$ cat config.mk
export PLATFORM = sky130hd
export DESIGN_NAME = spi_reg_sequencer
export DESIGN_NICKNAME = d
export VERILOG_FILES = /design/src/rtl/spi_reg_sequencer.sv
export SDC_FILE = /design/constraint.sdc
export NUM_CORES = 1
export LEC_CHECK = 0
export CAP_MARGIN = 40
export CORE_UTILIZATION = 44
export DETAILED_ROUTE_END_ITERATION = 10
export HOLD_SLACK_MARGIN = 0.02
export PLACE_DENSITY = 0.72
export SETUP_SLACK_MARGIN = 0.4
export SYNTH_ARGS = -nofsm -noshare
export SYNTH_HDL_FRONTEND = slang
export SYNTH_SLANG_ARGS = --single-unit
$ cat constraint.sdc
create_clock -name sclk -period 3.05 [get_ports sclk]
set_clock_uncertainty 0.05 [all_clocks]
set_input_delay 0.305 -clock sclk [delete_from_list [all_inputs] [get_ports sclk]]
set_output_delay 0.305 -clock sclk [all_outputs]
set_load 0.01 [all_outputs]
$ cat src/rtl/spi_reg_sequencer.sv
// SPI-framed register file: a 16-bit header selects direction, start address and burst length,
// followed by 16-bit data words that are written to, or streamed back from, the register file.
module spi_reg_sequencer #(
   parameter  int NREGS = 8,
   localparam int AW    = $clog2(NREGS)
) (
   input  logic                  sclk,
   input  logic                  resetn,
   input  logic                  cs_n,
   input  logic                  sdi,
   output logic                  sdo,
   output logic [16*NREGS-1:0]   regs_q,
   output logic [2:0]            leds,
   output logic                  busy,
   output logic                  frame_done,
   output logic                  frame_err
);

   typedef enum logic [1:0] {IDLE, HDR, DATA, DONE} state_t;

   localparam logic [AW:0] REM_ONE = (AW+1)'(1);

   state_t            state_q, state_d;
   logic [3:0]        bit_cnt_q, bit_cnt_d;
   logic [14:0]       rx_shift_q, rx_shift_d;
   logic [15:0]       tx_shift_q, tx_shift_d;
   logic              rw_q, rw_d;
   logic [AW-1:0]     addr_q, addr_d;
   logic [AW:0]       remaining_q, remaining_d;
   logic              sdo_q, sdo_d;
   logic              busy_q, busy_d;
   logic              frame_done_q, frame_done_d;
   logic              frame_err_q, frame_err_d;
   logic [15:0]       reg_file_q [NREGS];
   logic [15:0]       reg_file_d [NREGS];

   logic [15:0]       word_in;
   logic [AW-1:0]     addr_inc;

   // The word completing on this edge: 15 previously shifted bits plus the bit being sampled now.
   assign word_in  = {rx_shift_q, sdi};
   assign addr_inc = addr_q + AW'(1);

   always_comb begin
      state_d      = state_q;
      bit_cnt_d    = bit_cnt_q;
      rx_shift_d   = rx_shift_q;
      tx_shift_d   = tx_shift_q;
      rw_d         = rw_q;
      addr_d       = addr_q;
      remaining_d  = remaining_q;
      frame_done_d = 1'b0;
      frame_err_d  = frame_err_q;
      reg_file_d   = reg_file_q;

      if (cs_n) begin
         state_d   = IDLE;
         bit_cnt_d = 4'd0;
         if (state_q == HDR || (state_q == DATA && remaining_q != '0))
            frame_err_d = 1'b1;
      end else begin
         case (state_q)
            IDLE: begin
               state_d    = HDR;
               rx_shift_d = {rx_shift_q[13:0], sdi};
               bit_cnt_d  = 4'd1;
            end
            HDR: begin
               rx_shift_d = {rx_shift_q[13:0], sdi};
               bit_cnt_d  = bit_cnt_q + 4'd1;
               if (bit_cnt_q == 4'd15) begin
                  state_d     = DATA;
                  rw_d        = word_in[15];
                  addr_d      = word_in[AW-1:0];
                  remaining_d = {1'b0, word_in[2*AW-1:AW]} + REM_ONE;
                  tx_shift_d  = word_in[15] ? 16'h0000 : reg_file_q[word_in[AW-1:0]];
               end
            end
            DATA: begin
               rx_shift_d = {rx_shift_q[13:0], sdi};
               bit_cnt_d  = bit_cnt_q + 4'd1;
               tx_shift_d = {tx_shift_q[14:0], 1'b0};
               if (bit_cnt_q == 4'd15) begin
                  if (rw_q)
                     reg_file_d[addr_q] = word_in;
                  addr_d = addr_inc;
                  if (remaining_q != '0)
                     remaining_d = remaining_q - REM_ONE;
                  if (remaining_q <= REM_ONE) begin
                     state_d      = DONE;
                     frame_done_d = 1'b1;
                     frame_err_d  = 1'b0;
                     tx_shift_d   = 16'h0000;
                  end else if (!rw_q) begin
                     // Preload the next word so the read stream has no gap at the boundary.
                     tx_shift_d = reg_file_q[addr_inc];
                  end
               end
            end
            DONE: begin
               state_d = DONE;
            end
            default: begin
               state_d = IDLE;
            end
         endcase
      end

      sdo_d  = (state_d == DATA && !rw_d) ? tx_shift_d[15] : 1'b0;
      busy_d = (state_d == HDR) || (state_d == DATA);
   end

   always_ff @(posedge sclk) begin
      if (!resetn) begin
         state_q      <= IDLE;
         bit_cnt_q    <= 4'd0;
         rx_shift_q   <= 15'd0;
         tx_shift_q   <= 16'h0000;
         rw_q         <= 1'b0;
         addr_q       <= '0;
         remaining_q  <= '0;
         sdo_q        <= 1'b0;
         busy_q       <= 1'b0;
         frame_done_q <= 1'b0;
         frame_err_q  <= 1'b0;
         for (int i = 0; i < NREGS; i++)
            reg_file_q[i] <= 16'h0000;
      end else begin
         state_q      <= state_d;
         bit_cnt_q    <= bit_cnt_d;
         rx_shift_q   <= rx_shift_d;
         tx_shift_q   <= tx_shift_d;
         rw_q         <= rw_d;
         addr_q       <= addr_d;
         remaining_q  <= remaining_d;
         sdo_q        <= sdo_d;
         busy_q       <= busy_d;
         frame_done_q <= frame_done_d;
         frame_err_q  <= frame_err_d;
         for (int i = 0; i < NREGS; i++)
            reg_file_q[i] <= reg_file_d[i];
      end
   end

   generate
      for (genvar gi = 0; gi < NREGS; gi++) begin : g_pack
         assign regs_q[16*gi +: 16] = reg_file_q[gi];
      end
      // A register that does not exist reads as zero, i.e. non-negative, so its LED is on.
      for (genvar gi = 0; gi < 3; gi++) begin : g_leds
         if (gi < NREGS) begin : g_real
            assign leds[gi] = ~reg_file_q[gi][15];
         end else begin : g_none
            assign leds[gi] = 1'b1;
         end
      end
   endgenerate

   assign sdo        = sdo_q;
   assign busy       = busy_q;
   assign frame_done = frame_done_q;
   assign frame_err  = frame_err_q;

endmodule

; ---- Word level (Yosys, flattened, before mapping)
; Index checks and enable logic that the tools add are counted.
; Widths: inputs -> output; s select.
[word_totals]
inputBits = 4
reg_bits = 177
elab_cells = 111
output_inout_bits = 135
[classes]
reduce_logical = 24
muxes = 38
n_eq_ne = 10
bitwise = 10
n_addsub = 4
n_lt_le_gt_ge = 5
[ops]
columns = operator, n
row1 = $mux 16, 11
row2 = $bwmux 128, 1
row3 = $bmux 16 s3, 2
row4 = $demux 16 s3, 1
row5 = $pmux 16 s2, 1
row6 = $pmux 4 s2, 2
row7 = $ge 4x4->1 const B, 3
row8 = $mux 4, 3
row9 = $not 3->4, 3
row10 = $reduce_and 4->1, 3
row11 = $reduce_bool 2->1, 5
row12 = $mux 1, 9
row13 = $mux 2, 4
row14 = $ne 2x1->1 const B, 4
row15 = $pmux 2 s4, 1
row16 = $not 1->1, 7
row17 = $eq 2x2->1 const B, 3
row18 = $mux 3, 2
row19 = $pmux 3 s2, 1
row20 = $reduce_and 5->1, 1
row21 = $add 3x1->4 const B, 1
row22 = $add 4x1->4 const B, 1
row23 = $eq 2x1->1 const B, 2
row24 = $eq 4x4->1 const B, 1
row25 = 14 further kinds, 19

; ---- Longest topological paths before layout
[logic_depth]
ltp_word = 10
depth_mapped = 13
depth_no_buf = 13

; ---- Least setup slack after synthesis
; OpenSTA, ideal clock, no wires.
[synth_timing]
kind = reg2reg
startpoint = register state_q[0]
endpoint = register sdo_q (netlist: sdo)
synth_period_minus_slack_ns = 2.567
path_stages_with_launch = 12
setup_slack_ns = 0.483
path_buffers = 1
setup_ns = 0.122
arrival_ns = 2.394
t_required_ns = 2.878
cell_sequence = dfxtp_1 inv_1 ha_1 clkbuf_1 nand3_1 o211a_1 or2_2 ha_1 and4b_1 o2111a_1 a31o_2 o21bai_1
[synth_via]
elab_chain_len = 7
elab_cells_between_ends = 17
cone_classes = eq/ne (4) / mux (9) / reduce/logical (4)
[synth_rtl]
columns = element, line_no
row1 = start: declaration, 23  ; state_t state_q, state_d;
row2 = start signal: assignment, 129  ; state_q <= state_d;
row3 = $mux 2, 89  ; if (remaining_q <= REM_ONE) begin
row4 = $mux 2, 83  ; if (bit_cnt_q == 4'd15) begin
row5 = $pmux 2 s4, 62  ; case (state_q)
row6 = $mux 2, 56  ; if (cs_n) begin
row7 = $eq 2x2->1, 109  ; sdo_d = (state_d == DATA && !rw_d) ? tx_shift_d[15] : 1'b0;
row8 = $logic_and 1x1->1, 109
row9 = $reduce_and 2->1 (no source line), n/a
row10 = end signal: assignment, 136  ; sdo_q <= sdo_d;
row11 = end: declaration, 30  ; logic sdo_q, sdo_d;
; Several ways; a longest one is shown, not always the timed one.
; A chain may end at the register's enable or synchronous reset.

; ---- Final worst setup path
[layout_timing]
startpoint = register remaining_q[1]
endpoint = register sdo_q (netlist: sdo)
[layout_via]
elab_chain_len = 8
elab_cells_between_ends = 12
cone_classes = order compare (1) / eq/ne (1) / mux (8) / reduce/logical (2)
[layout_rtl]
columns = element, line_no
row1 = start: declaration, 29  ; logic [AW:0] remaining_q, remaining_d;
row2 = start signal: assignment, 135  ; remaining_q <= remaining_d;
row3 = $le 4x1->1 (*), 89
row4 = $mux 2, 89
row5 = $mux 2, 83
row6 = $pmux 2 s4, 62
row7 = $mux 2, 56
row8 = $eq 2x2->1, 109
row9 = $logic_and 1x1->1, 109
row10 = $reduce_and 2->1 (no source line), n/a
; Mark *: on every way between the ends. The rest lies on a longest branch, timed or not.

==> metrics.md <==
| Metric | Value |
|---|---|
| Status | `complete, no violations` |
| Layout Nets | `1027` |
| Cell row count | `52` |
| F_max | `0.385 GHz` |
| Min-Delay Path Class | `in -> reg` |
| Main area contributors after synthesis | `dfxtp_1 (39%), mux2i_1 (19%), mux4_2 (11%)` |
| Global-route wire length before repair | `40.3 mm` |
| Commonest non-fill, non-tap cell in the layout | `dfxtp_1` |
| CTS Sinks | `between 150 and 200` |
| Worst-path cell chain | `inv_1, ha_2, or2_2, and2_1, nand3_2, o211a_1, or2_2, ha_1, and4b_1, o2111a_1, a31o_2, o21bai_1` |
| Top cell type's share of synthesized area | `0.386` |
| CP max stage cell | `dfxtp_1` |
| Clock buffer depth | `2` |
| N_diodes | `0` |
| Dominant synthesized flop cell | `dfxtp_1` |
| Final Hold Vio Count | `0` |
| P_sw | `1080 uW` |
| Slew Viols, Final | `0` |
| Starting density of the core | `0.450` |
| Final WL | `~26 mm` |
| Chip Height | `146 um` |
| Gr ovfl total | `0` |
| Fin crit share | `0.851` |
| Wire length per cell | `20.1 um` |
| Clk pin slew, worst setup/hold paths | `60 ps` |
| Syn Inst Count | `898` |
| RSZ-0062 raised after global routing | `true` |
| Number of global-route vias before repair | `slightly below 7000` |
| Critical Path Start Type | `flop` |
| Synth Cell Area | `9170 sq um` |
| Initial antenna violation count | `0` |
| Total iterations of the first detailed-routing run | `5` |
| DR iter-0 viols | `691` |
| Worst-margin pin slew | `586 ps` |
| Switching Fraction | `0.231` |
| Number of warnings issued by yosys | `0` |
| Routed vias/inst | `5.76` |
| Crit path DAT | `around 2900 ps` |
| Final Critical Period | `2590 ps` |
| Setup repair bufs after CTS | `0` |
| Sequential area share after synthesis | `0.386` |
| Worst hold margin | `211 ps` |
| Worst Path Max Fanout | `3` |
| H-tree Lvls | `4` |
| Post-synth ARST share | `0` |
| Max incr delay on CP | `320 ps` |
| EDFF count, synth | `0` |
| FILL cells | `1784` |
| Slew margin rel. | `0.609` |
| # setup viols final | `0` |
| Synth area leader | `dfxtp_1` |
| Kind of critical path | `reg -> reg` |
| Setup TNS | `0 ps` |
| Area Growth Syn to Fin | `25.0%` |
| Most common cell type on the critical path | `or2_2` |
| LEAKAGE | `0.00417 uW` |
| Die area | `21400 sq um` |
| Seq pwr share | `0.501` |
| Post-Route Utilization | `0.563` |
| Vias | `around 7400` |
| Most frequent cells in the layout | `dfxtp_1 (175), mux2i_1 (171), clkdlybuf4s50_1 (137)` |
| Routed Antenna Nets | `0` |
| Chip width | `around 150 um` |
| Ports | `approximately 140` |
| Data required time at the worst endpoint | `3310 ps` |
| Clk Latency, worst-skew pair | `430 ps` |
| Crit path capture type | `flop` |
| Root Buffer | `clkbuf_16` |
| Part of the power in combinational logic | `0.053` |
| DRC | `0` |
| Clock power frac | `0.446` |
| MaxCap Viol Count | `0` |
| Total core area | `20400 sq um` |
| CP top delay family | `simple AND/OR/NAND/NOR gates` |
| Synth unique cells | `57` |
| Post-synthesis net count | `914` |
| P per Cell Area | `408 nW/um^2` |
| Port buffer count | `138` |
| Pwr Total | `approximately 4700 uW` |
| TritonCTS clock tree | `done` |
| Peak VDD IR | `0.000352 V` |
| Total track usage | `0.245` |
| Num CTS Buffers | `17` |
| DP Wirelength | `about 18 mm` |
| CP Buf/Inv Count | `1` |
| Largest net degree at the start of global routing | `109` |
| Share of layout cells above drive strength 1 | `0.145` |
| Routability cong. | `0.808` |
| Syn avg cell area | `just over 10 sq um` |
| Pint | `3590 uW` |
| Yosys reg bits | `around 180` |
==> stage by stage <==
stage / instances / instance area, sq um / setup WS [ps]
after floorplan: 898 / 9170 / 483
after global routing: 1294 / 11500 / 335
after global placement: 1260 / 10900 / 430
after CTS: 1294 / 11500 / 402
after detailed placement: 1262 / 10900 / 359
final: 1294 / 11500 / 456
==> power groups by stage <==
stage                     Clock (uW)  Combinational (uW)  Sequential, uW
after floorplan                    0                 179            2380
after global placement             0                 241            2390
after detailed placement           0                 247            2390
after CTS                       2110                 248            2340
after global routing            2200                 265            2340
final                           2080                 249            2340
==> sequential cells by signal (all words and copies together), names as in the netlist <==
name,count
addr_q,3
tx_shift_q,16
frame_err,1
remaining_q,4
rw_q,1
sdo,1
rx_shift_q,15
frame_done,1
busy,1
bit_cnt_q,4
state_q,2
regs_q,128
==> layout make-up <==
type                    instances  area (sq um)  share of cell area
clock inverters                 9          83.8             0.00731
inverters                      12          45.0             0.00393
clock buffers                  23           468              0.0408
well taps                     270           338              0.0295
multi-input cells             625          5240               0.457
flip-flops and latches        177          3550               0.309
repair buffers                178          1740               0.152
==> worst reg2reg max path, stage by stage, from the launching register on <==
cell      delay, ps
dfxtp_1         320
inv_1           100
ha_2            190
or2_2           140
and2_1          180
nand3_2         100
o211a_1         140
or2_2           270
ha_1            220
and4b_1         190
o2111a_1        220
a31o_2          210
o21bai_1        140
==> layer usage <==
| layer | wire length, um | part of all wire | global-route usage | vias to the layer above |
|---|---|---|---|---|
| met3 | 1620 | 0.062 | 0.0391 | 50 |
| met1 | 11900 | 0.46 | 0.341 | 3655 |
| li1 | - | - | - | 3420 |
| met2 | 12100 | 0.46 | 0.384 | 322 |
| met5 | 0 | 0 | 0 | - |
| met4 | 488 | 0.019 | 0.0870 | 0 |
==> cells in the mapped netlist (2+ instances only) <==
master	n
a2111oi_0	2
clkbuf_1	42
nor2_1	69
a22oi_1	23
inv_1	10
nand2_1	56
o21ai_0	22
buf_6	3
nor2b_1	85
mux4_2	44
nor3_1	2
and2_1	5
xor2_1	2
ha_1	12
nand3_1	15
buf_2	31
a21boi_1	2
a31oi_1	16
a32oi_1	2
nand2b_1	4
nand3b_1	2
dfxtp_1	177
buf_4	3
o21ai_1	2
a21oi_1	23
a21boi_0	18
nor3b_2	2
or2_2	3
xnor2_1	3
mux2_2	16
mux2i_1	171
a211o_1	2
buf_1	5
==> worst paths after layout <==
path              slack [ps]  cells after the start                   startpoint                           to
setup reg to reg         460                     12  remaining_q[1]$_SDFFE_PN0P_               sdo$_SDFF_PN0_
hold / removal           210                      2                       resetn              rw_q$_SDFF_PN0_
hold reg to reg          420                      2  remaining_q[1]$_SDFFE_PN0P_  remaining_q[1]$_SDFFE_PN0P_
setup / recovery         460                     12  remaining_q[1]$_SDFFE_PN0P_               sdo$_SDFF_PN0_
==> repair_timing <==
| action | CTS | global route |
|---|---|---|
| hold buffers | 0 | 0 |
| pin swaps | 0 | 1 |
| setup endpoints to repair | 35 | 15 |
| resized for setup | 1 | 4 |
==> cell families (layout without fill, tap and decap cells) <==
| group | Yosys count | after routing | synth area share |
|---|---|---|---|
| compound gates | 124 | 124 | 0.0892 |
| xor+xnor | 5 | 5 | 0.00477 |
| fa+ha+maj | 12 | 12 | 0.0164 |
| buf+inv | 96 | 222 | 0.0472 |
| flops | 177 | 177 | 0.386 |
| mux | 231 | 231 | 0.314 |
| simple gates | 253 | 253 | 0.142 |
(Power assumes the default switching activity.)
